[src/rtl/pcs_dec_lite.sv]
// pcs_dec_lite: lightweight 64b/66b receive block decoder.
// Classifies each descrambled block (D/C/S/T/E), tracks framing with a
// four-state receive FSM, and registers the decoded payload, byte mask and
// block-kind flags with one cycle of latency.
// Optional feature: define PCS_DEC_ERR_CNT_EN to add an 8-bit saturating
// error counter on port err_cnt_o.
module pcs_dec_lite #(
  parameter int DATA_W = 64,
  parameter int KEEP_W = DATA_W / 8
) (
  input  logic              clk,
  input  logic              reset,
  input  logic              valid_i,
  input  logic [1:0]        sync_head_i,
  input  logic [DATA_W-1:0] data_i,
  output logic              valid_o,
  output logic              idle_v_o,
  output logic              term_v_o,
  output logic              err_v_o,
  output logic [1:0]        start_v_o,
  output logic [DATA_W-1:0] data_o,
  output logic [KEEP_W-1:0] keep_o
`ifdef PCS_DEC_ERR_CNT_EN
  ,
  output logic [7:0]        err_cnt_o
`endif
);

  typedef enum logic [1:0] {
    RX_INIT = 2'd0,
    RX_C    = 2'd1,
    RX_D    = 2'd2,
    RX_E    = 2'd3
  } rx_state_t;

  typedef enum logic [2:0] {
    CLS_D = 3'd0,
    CLS_C = 3'd1,
    CLS_S = 3'd2,
    CLS_T = 3'd3,
    CLS_E = 3'd4
  } blk_cls_t;

  rx_state_t         state_r;
  rx_state_t         state_nxt_s;
  blk_cls_t          cls_s;
  logic [2:0]        term_n_s;
  logic [DATA_W-1:0] shifted_s;
  logic [DATA_W-1:0] term_data_s;
  logic [KEEP_W-1:0] term_keep_s;
  logic              idle_s;
  logic              term_s;
  logic              err_s;
  logic [1:0]        start_s;
  logic [DATA_W-1:0] data_s;
  logic [KEEP_W-1:0] keep_s;

  // Classify the incoming block from its sync header and block-type byte.
  always_comb begin
    cls_s    = CLS_E;
    term_n_s = 3'd0;
    if (sync_head_i == 2'b01) begin
      cls_s = CLS_D;
    end else if (sync_head_i == 2'b10) begin
      case (data_i[7:0])
        8'h1E: begin
          if (data_i[DATA_W-1:8] == 56'd0) begin
            cls_s = CLS_C;
          end else begin
            cls_s = CLS_E;
          end
        end
        8'h78, 8'h33: cls_s = CLS_S;
        8'h87: begin cls_s = CLS_T; term_n_s = 3'd0; end
        8'h99: begin cls_s = CLS_T; term_n_s = 3'd1; end
        8'hAA: begin cls_s = CLS_T; term_n_s = 3'd2; end
        8'hB4: begin cls_s = CLS_T; term_n_s = 3'd3; end
        8'hCC: begin cls_s = CLS_T; term_n_s = 3'd4; end
        8'hD2: begin cls_s = CLS_T; term_n_s = 3'd5; end
        8'hE1: begin cls_s = CLS_T; term_n_s = 3'd6; end
        8'hFF: begin cls_s = CLS_T; term_n_s = 3'd7; end
        default: cls_s = CLS_E;
      endcase
    end else begin
      cls_s = CLS_E;
    end
  end

  // Build the terminate payload: the n bytes after the type byte, low-aligned.
  always_comb begin
    shifted_s   = {8'h00, data_i[DATA_W-1:8]};
    term_keep_s = '0;
    term_data_s = '0;
    for (int b = 0; b < KEEP_W; b++) begin
      if (b < int'(term_n_s)) begin
        term_keep_s[b]       = 1'b1;
        term_data_s[b*8 +: 8] = shifted_s[b*8 +: 8];
      end else begin
        term_keep_s[b]       = 1'b0;
        term_data_s[b*8 +: 8] = 8'h00;
      end
    end
  end

  // Next receive state; the FSM only moves when a block is presented.
  always_comb begin
    state_nxt_s = state_r;
    if (valid_i) begin
      case (state_r)
        RX_D: begin
          case (cls_s)
            CLS_D:   state_nxt_s = RX_D;
            CLS_T:   state_nxt_s = RX_C;
            default: state_nxt_s = RX_E;
          endcase
        end
        default: begin
          case (cls_s)
            CLS_C:   state_nxt_s = RX_C;
            CLS_S:   state_nxt_s = RX_D;
            default: state_nxt_s = RX_E;
          endcase
        end
      endcase
    end else begin
      state_nxt_s = state_r;
    end
  end

  // Decode the block; an error class or a transition into RX_E wins over all.
  always_comb begin
    idle_s  = 1'b0;
    term_s  = 1'b0;
    err_s   = 1'b0;
    start_s = 2'b00;
    data_s  = '0;
    keep_s  = '0;
    if (valid_i) begin
      if ((cls_s == CLS_E) || (state_nxt_s == RX_E)) begin
        err_s  = 1'b1;
        data_s = {KEEP_W{8'hFE}};
        keep_s = '0;
      end else begin
        case (cls_s)
          CLS_D: begin
            data_s = data_i;
            keep_s = {KEEP_W{1'b1}};
          end
          CLS_C: idle_s = 1'b1;
          CLS_S: begin
            if (data_i[7:0] == 8'h33) begin
              start_s = 2'b10;
              data_s  = {data_i[DATA_W-1:40], 40'h0};
              keep_s  = 8'hE0;
            end else begin
              start_s = 2'b01;
              data_s  = {data_i[DATA_W-1:8], 8'h00};
              keep_s  = 8'hFE;
            end
          end
          CLS_T: begin
            term_s = 1'b1;
            data_s = term_data_s;
            keep_s = term_keep_s;
          end
          default: err_s = 1'b0;
        endcase
      end
    end else begin
      err_s = 1'b0;
    end
  end

  // Receive state register.
  always_ff @(posedge clk or posedge reset) begin
    if (reset) begin
      state_r <= RX_INIT;
    end else begin
      state_r <= state_nxt_s;
    end
  end

  // Registered decoder outputs, one cycle behind the input block.
  always_ff @(posedge clk or posedge reset) begin
    if (reset) begin
      valid_o   <= 1'b0;
      idle_v_o  <= 1'b0;
      term_v_o  <= 1'b0;
      err_v_o   <= 1'b0;
      start_v_o <= 2'b00;
      data_o    <= '0;
      keep_o    <= '0;
    end else begin
      valid_o   <= valid_i;
      idle_v_o  <= idle_s;
      term_v_o  <= term_s;
      err_v_o   <= err_s;
      start_v_o <= start_s;
      data_o    <= data_s;
      keep_o    <= keep_s;
    end
  end

`ifdef PCS_DEC_ERR_CNT_EN
  // Saturating error counter, updated together with err_v_o.
  always_ff @(posedge clk or posedge reset) begin
    if (reset) begin
      err_cnt_o <= 8'h00;
    end else if (err_s && (err_cnt_o != 8'hFF)) begin
      err_cnt_o <= err_cnt_o + 8'd1;
    end else begin
      err_cnt_o <= err_cnt_o;
    end
  end
`endif

endmodule
[config.mk]
export PLATFORM = sky130hd
export DESIGN_NAME = pcs_dec_lite
export DESIGN_NICKNAME = d
export VERILOG_FILES = /design/src/rtl/pcs_dec_lite.sv
export SDC_FILE = /design/constraint.sdc
export NUM_CORES = 1
export LEC_CHECK = 0
export BUFFER_PORTS_ARGS = -buffer_cell sky130_fd_sc_hd__buf_2
export CAP_MARGIN = 15
export CORE_AREA = 2 2 91 93
export CTS_CLUSTER_DIAMETER = 60
export DETAILED_ROUTE_END_ITERATION = 7
export DIE_AREA = 0 0 93 95
export GPL_ROUTABILITY_DRIVEN = 0
export PLACE_DENSITY = 0.8
export SETUP_SLACK_MARGIN = 0.3
export SLEW_MARGIN = 20
export SYNTH_ARGS = -nofsm -noshare
export SYNTH_HDL_FRONTEND = slang
export SYNTH_SLANG_ARGS = --single-unit
[constraint.sdc]
create_clock -name clk -period 3.3 [get_ports clk]
set_input_delay 0.66 -clock clk [delete_from_list [all_inputs] [get_ports clk]]
set_output_delay 0.66 -clock clk [all_outputs]
set_load 0.02 [all_outputs]
* Word level (Yosys, flattened, before mapping)
Index checks and enable logic that the tools add are counted. Widths: inputs -> output; s select.
Cells by class: mux-type cells 45, order comparisons 7, reductions and logical operators 5, equal/unequal tests 19
Operator list (count):
- $pmux 64 s3 | 1
- $mux 64 | 2
- $mux 8 | 9
- $eq 8x8->1 const B | 8
- $logic_not 56->1 | 1
- $mux 40 | 1
- $pmux 8 s3 | 1
- $pmux 3 s7 | 1
- $mux 1 | 15
- $mux 3 | 5
- $mux 2 | 6
- $lt 3x3->1 const A | 3
- $pmux 3 s3 | 1
- $eq 8x5->1 const B | 1
- $eq 8x6->1 const B | 1
- $eq 8x7->1 const B | 1
- $pmux 2 s2 | 2
- $reduce_or 8->1 | 1
- $eq 2x2->1 const B | 3
- $eq 3x2->1 const B | 2
- $lt 1x3->1 const A | 2
- $lt 2x3->1 const A | 2
- $mux 5 | 1
- $eq 3x1->1 const B | 1
- other kinds (5) | 5
Storage, ports and cells: bits in registers 80, output and inout bits 78, input bits 69

* Longest topological paths before layout
depth after elaboration 13, gate-level depth with buffers 10

* Worst setup path after synthesis
OpenSTA, ideal clock, no wires.
path type input port to flip-flop, start point in data_i[0], end point reg data_o[55], path slack 0.628 ns, setup time 0.126 ns, data required time 3.174 ns, data arrival time 2.546 ns, path buffers 2, cell stages on the path 9, cells stage by stage or4_1 -> a21o_1 -> and2_4 -> a211oi_4 -> a2bb2oi_2 -> nor3b_2 -> buf_6 -> buf_6 -> a221o_1
Between the ends: longest elaborated chain between the ends 13, elaborated cells on any way between the ends 35
RTL lines:
- start: declaration | RTL line 15 | input logic [DATA_W-1:0] data_i,
- $eq 8x8->1 (tied with other cells) | RTL line 65 | case (data_i[7:0])
- $reduce_or 8->1 (no line) or $reduce_or 2->1 (tied branches)
- $pmux 3 s3 | RTL line 65
- $mux 3 | RTL line 64 | end else if (sync_head_i == 2'b10) begin
- $mux 3 | RTL line 62 | if (sync_head_i == 2'b01) begin
- $eq 3x2->1 (tied with other cells) | RTL line 118, 144
- $pmux 2 s2, on equally long branches | RTL line 118, 111
- $mux 2 | RTL line 109 | case (state_r)
- $mux 2 | RTL line 108 | if (valid_i) begin
- $eq 2x2->1 | RTL line 139 | if ((cls_s == CLS_E) || (state_nxt_s == RX_E)) begin
- $logic_or 1x1->1 | RTL line 139
- $mux 64 * | RTL line 139
- $mux 64 * | RTL line 138 | if (valid_i) begin
- named net data_s[55] | RTL line 55 | logic [DATA_W-1:0] data_s;
- end signal: assignment | RTL line 199 | data_o <= data_s;
- end: declaration | RTL line 21 | output logic [DATA_W-1:0] data_o,
The timed path passes the listed nets; every way through them passes the cells marked *.

* Worst setup path in the final report
start point in data_i[0], end point reg keep_o[4]
Between the ends: longest elaborated chain between the ends 13, elaborated cells on any way between the ends 36
RTL lines:
- $eq 8x8->1 (tied with other cells) | RTL line 65
- $reduce_or 8->1 (no line) or $reduce_or 2->1 (tied branches)
- $pmux 3 s3 | RTL line 65
- $mux 3 | RTL line 64
- $mux 3 | RTL line 62
- $eq 3x2->1 (tied with other cells) | RTL line 118, 144
- $pmux 2 s2, on equally long branches | RTL line 118, 111
- $mux 2 | RTL line 109
- $mux 2 | RTL line 108
- $eq 2x2->1 | RTL line 139
- $logic_or 1x1->1 | RTL line 139
- $mux 8 * | RTL line 139
- $mux 8 * | RTL line 138
- named net keep_s[4] | RTL line 56 | logic [KEEP_W-1:0] keep_s;
- end signal: assignment | RTL line 200 | keep_o <= keep_s;
- end: declaration | RTL line 22 | output logic [KEEP_W-1:0] keep_o
Marks and branches as above.

==> results.sh <==
export IMPL_fin_crit_ns=2.82
export IMPL_setup_ws_ns=0.479
export IMPL_grt_pass1_vias=3102
export IMPL_syn_area_um2=3650
export IMPL_place_ws_ns=0.146
export IMPL_clk_pin_slew_ns=0.08
export IMPL_antenna_found_initial=1
export IMPL_area_delta_synth_final_pct=27.4
export IMPL_numPlacedInstances=551
export IMPL_hold_viol=0
export IMPL_critPathRequiredTime_ns=3.56
export IMPL_grt_pass1_wl_um=16500
export IMPL_initialDrtViolationCount=307
export IMPL_post_cts_setup_buffers=0
export IMPL_synth_cell_type_count=47
export IMPL_start_kind="input pin"
export IMPL_die_h_um=95
export IMPL_arrival_ns=3.08
export IMPL_register_area_um2=2000
export IMPL_outcome="complete, no violations"
export IMPL_gr_total_overflow=0
export IMPL_worst_pin_slew_ns=0.910
export IMPL_drt_wl_total_um=10800
export IMPL_finalCritPeriodShare_pct=85.5
export IMPL_total_power_mw=2.07
export IMPL_dieArea_um2=8840
export IMPL_async_reset_ff_share_pct=100
export IMPL_cts_max_level=3
export IMPL_root_buffer="clkbuf_8"
export IMPL_drv_slew=0
export IMPL_ctsHoldBuffers=0
export IMPL_die_width_um=93
export IMPL_clock_path_buffers=2
export IMPL_finalClockSkew_ns=0.00553
export IMPL_path_max_fanout=11
export IMPL_p_per_area_nw_per_um2=445
export IMPL_drc=0
export IMPL_synth_nets=389
export IMPL_diodes=0
export IMPL_irDropWorstVdd_uv=311
export IMPL_drv_cap=0
export IMPL_setup_violations_final=0
export IMPL_fin_nets=526
export IMPL_ctsResizeCount=0
export IMPL_setup_tns_final_ns=0
export IMPL_relSlewSlack_pct=39.2
export IMPL_cts_tree="built"
export IMPL_clock_latency_ns=0.35
export IMPL_coreArea_um2=7930
export IMPL_start_util_pct=46.1
export IMPL_synth_top_flop_cell="dfrtp_1"
export IMPL_slowest_stage="or4_1"
export IMPL_hold_path_class="in -> async"
export IMPL_antenna_left=0
export IMPL_fin_cells=566
export IMPL_endpoint_kind="flip-flop"
export IMPL_hpwl_um=8070
export IMPL_port_buffers=146
export IMPL_ys_ff_latch=80
export IMPL_fillers=707
export IMPL_cts_sinks=80
export IMPL_vias=3347
export IMPL_synth_edf_count=0
export IMPL_critical_path_max_stage_delay_ns=0.54
export IMPL_ios=147
export IMPL_post_drt_wl_per_cell_um=19.1
export IMPL_avgSynthCellArea_um2=11.4
export IMPL_dr_wl_met3_um=784
export IMPL_multi_input_area_um2=1510
export IMPL_synthCells=320
export IMPL_grt_max_degree=64
export IMPL_path_class="in -> reg"
export IMPL_wl_met2_um=5420
export IMPL_yosysWarnings=0
export IMPL_grt_setup_unrepaired="no"
export IMPL_timing_critical_path_cells="buf_2, or4_1, a21o_1, and2_4, and4_1, or2_1, o21bai_1, a21oi_1"
export IMPL_top_layer="met5"
export IMPL_max_freq_mhz=354
export IMPL_drt_met1_wl_um=4400
export IMPL_track_usage_pct=24.4
export IMPL_rrSetupSlack_ns=0.84
export IMPL_p_leak_nw=2.19
export IMPL_cts_buffers=9
export IMPL_first_pass_iters=5
export IMPL_rows=33
export IMPL_final_layout_size_suffix_gt1_share_pct=39.7
export IMPL_viasPerCell=5.91
export IMPL_synth_seq_area_share_pct=54.8
[state kept, by name, summed over array words and instances (netlist names)]
name / count
state_r: 2
err_v_o: 1
keep_o: 8
term_v_o: 1
valid_o: 1
data_o: 64
idle_v_o: 1
start_v_o: 2
[Yosys cell counts, types with 2 or more instances]
master    instances  area (µm²)
a21o_1            9        67.6
nor4bb_1          5        50.1
a21oi_1           4        20.0
clkbuf_2          2        10.0
dfrtp_1          80        2000
clkbuf_1         14        52.6
o21a_1            3        22.5
a221o_1          28         280
and2_1            3        18.8
inv_1             4        15.0
nand2b_1          5        31.3
o21ai_1           2        10.0
nand4_1           6        37.5
a31oi_1           2        12.5
nor2_1           26        97.6
nor3b_1           2        15.0
a22oi_1          26         195
nand3_1           3        15.0
o21bai_1         23         173
nor2b_1           3        18.8
and4bb_2          6        75.1
nand2_1          10        37.5
buf_2            10        50.1
or2_1             2        12.5
o21ai_0           5        25.0
nor3b_2           2        25.0
buf_6             2        22.5
nor4_1           14        87.6
[cells by family (layout without fill, tap and decap cells)]
group | after synthesis | after routing | synth area share, %
and+or+nand+nor | 96 | 96 | 16.2
buffers and inverters | 32 | 173 | 4.11
AOI/OAI and AO/OA | 112 | 112 | 24.9
DFF | 80 | 80 | 54.8
[routing by layer]
metal / vias up / track usage [%]
met3: 21 / 4.47
li1: 1502 / -
met5: - / 0
met4: 2 / 8.21
met1: 1648 / 33.0
met2: 174 / 39.8
[placed cells by master, fill, tap and decap left out, types with 2 or more instances in the layout]
| master | netlist | final |
|---|---|---|
| nor3b_1 | 2 | 2 |
| buf_2 | 10 | 146 |
| clkbuf_8 | 0 | 10 |
| and2_1 | 3 | 3 |
| nor4bb_1 | 5 | 5 |
| a21o_1 | 9 | 9 |
| o21ai_1 | 2 | 2 |
| o21a_1 | 3 | 3 |
| or2_1 | 2 | 2 |
| a221o_1 | 28 | 28 |
| dfrtp_1 | 80 | 80 |
| buf_4 | 0 | 7 |
| nand2b_1 | 5 | 5 |
| inv_1 | 4 | 3 |
| nor4_1 | 14 | 14 |
| clkinv_2 | 0 | 2 |
| a21oi_1 | 4 | 4 |
| and4bb_2 | 6 | 6 |
| nand2_1 | 10 | 10 |
| nor2_1 | 26 | 26 |
| a31oi_1 | 2 | 2 |
| o21ai_0 | 5 | 5 |
| nand3_1 | 3 | 3 |
| a22oi_1 | 26 | 26 |
| o21bai_1 | 23 | 23 |
| nand4_1 | 6 | 6 |
| nor2b_1 | 3 | 3 |
[metrics by stage]
stage	hold WS (ns)	utilization, %	area [µm²]
floorplan	0.553	-	3650
global placement	0.619	56.3	4460
detailed placement	0.615	56.3	4460
CTS	0.515	58.7	4650
global route	0.496	58.7	4660
finish	0.436	58.7	4660
[layout make-up]
cell class / count / area share, %
clock buffer: 10 / 2.96
inverter: 4 / 0.376
sequential: 80 / 43.0
multi-input combinational: 208 / 32.4
tap: 105 / 2.82
timing repair buffer: 154 / 17.3
clock inverter: 5 / 1.21
[critical path: cells and delay by family]
| kind | cells | cell delay [ns] |
|---|---|---|
| AND/OR/NAND/NOR | 4 | 1.28 |
| buffers and inverters | 1 | 0.15 |
| AO/OA/AOI/OAI | 3 | 0.98 |
[worst paths after layout]
| path | end | cells after the start | startpoint |
|---|---|---|---|
| setup / recovery | keep_o[4]$_DFF_PP0_ | 8 | data_i[0] |
| hold / removal | data_o[34]$_DFF_PP0_ | 2 | reset |
| setup reg to reg | keep_o[4]$_DFF_PP0_ | 6 | state_r[0]$_DFF_PP0_ |
| hold reg to reg | state_r[1]$_DFF_PP0_ | 2 | state_r[1]$_DFF_PP0_ |
| max in group asynchronous | data_o[41]$_DFF_PP0_ | 3 | reset |
| min in group clk | valid_o$_DFF_PP0_ | 1 | valid_i |
[power breakdown]
| part | total (mW) | switching [mW] | internal, mW |
|---|---|---|---|
| Sequential | 1.03 | 0.0114 | 1.02 |
| Clock | 0.722 | 0.357 | 0.366 |
| Combinational | 0.316 | 0.201 | 0.114 |
Note: power is estimated with default switching activity, not from simulation.
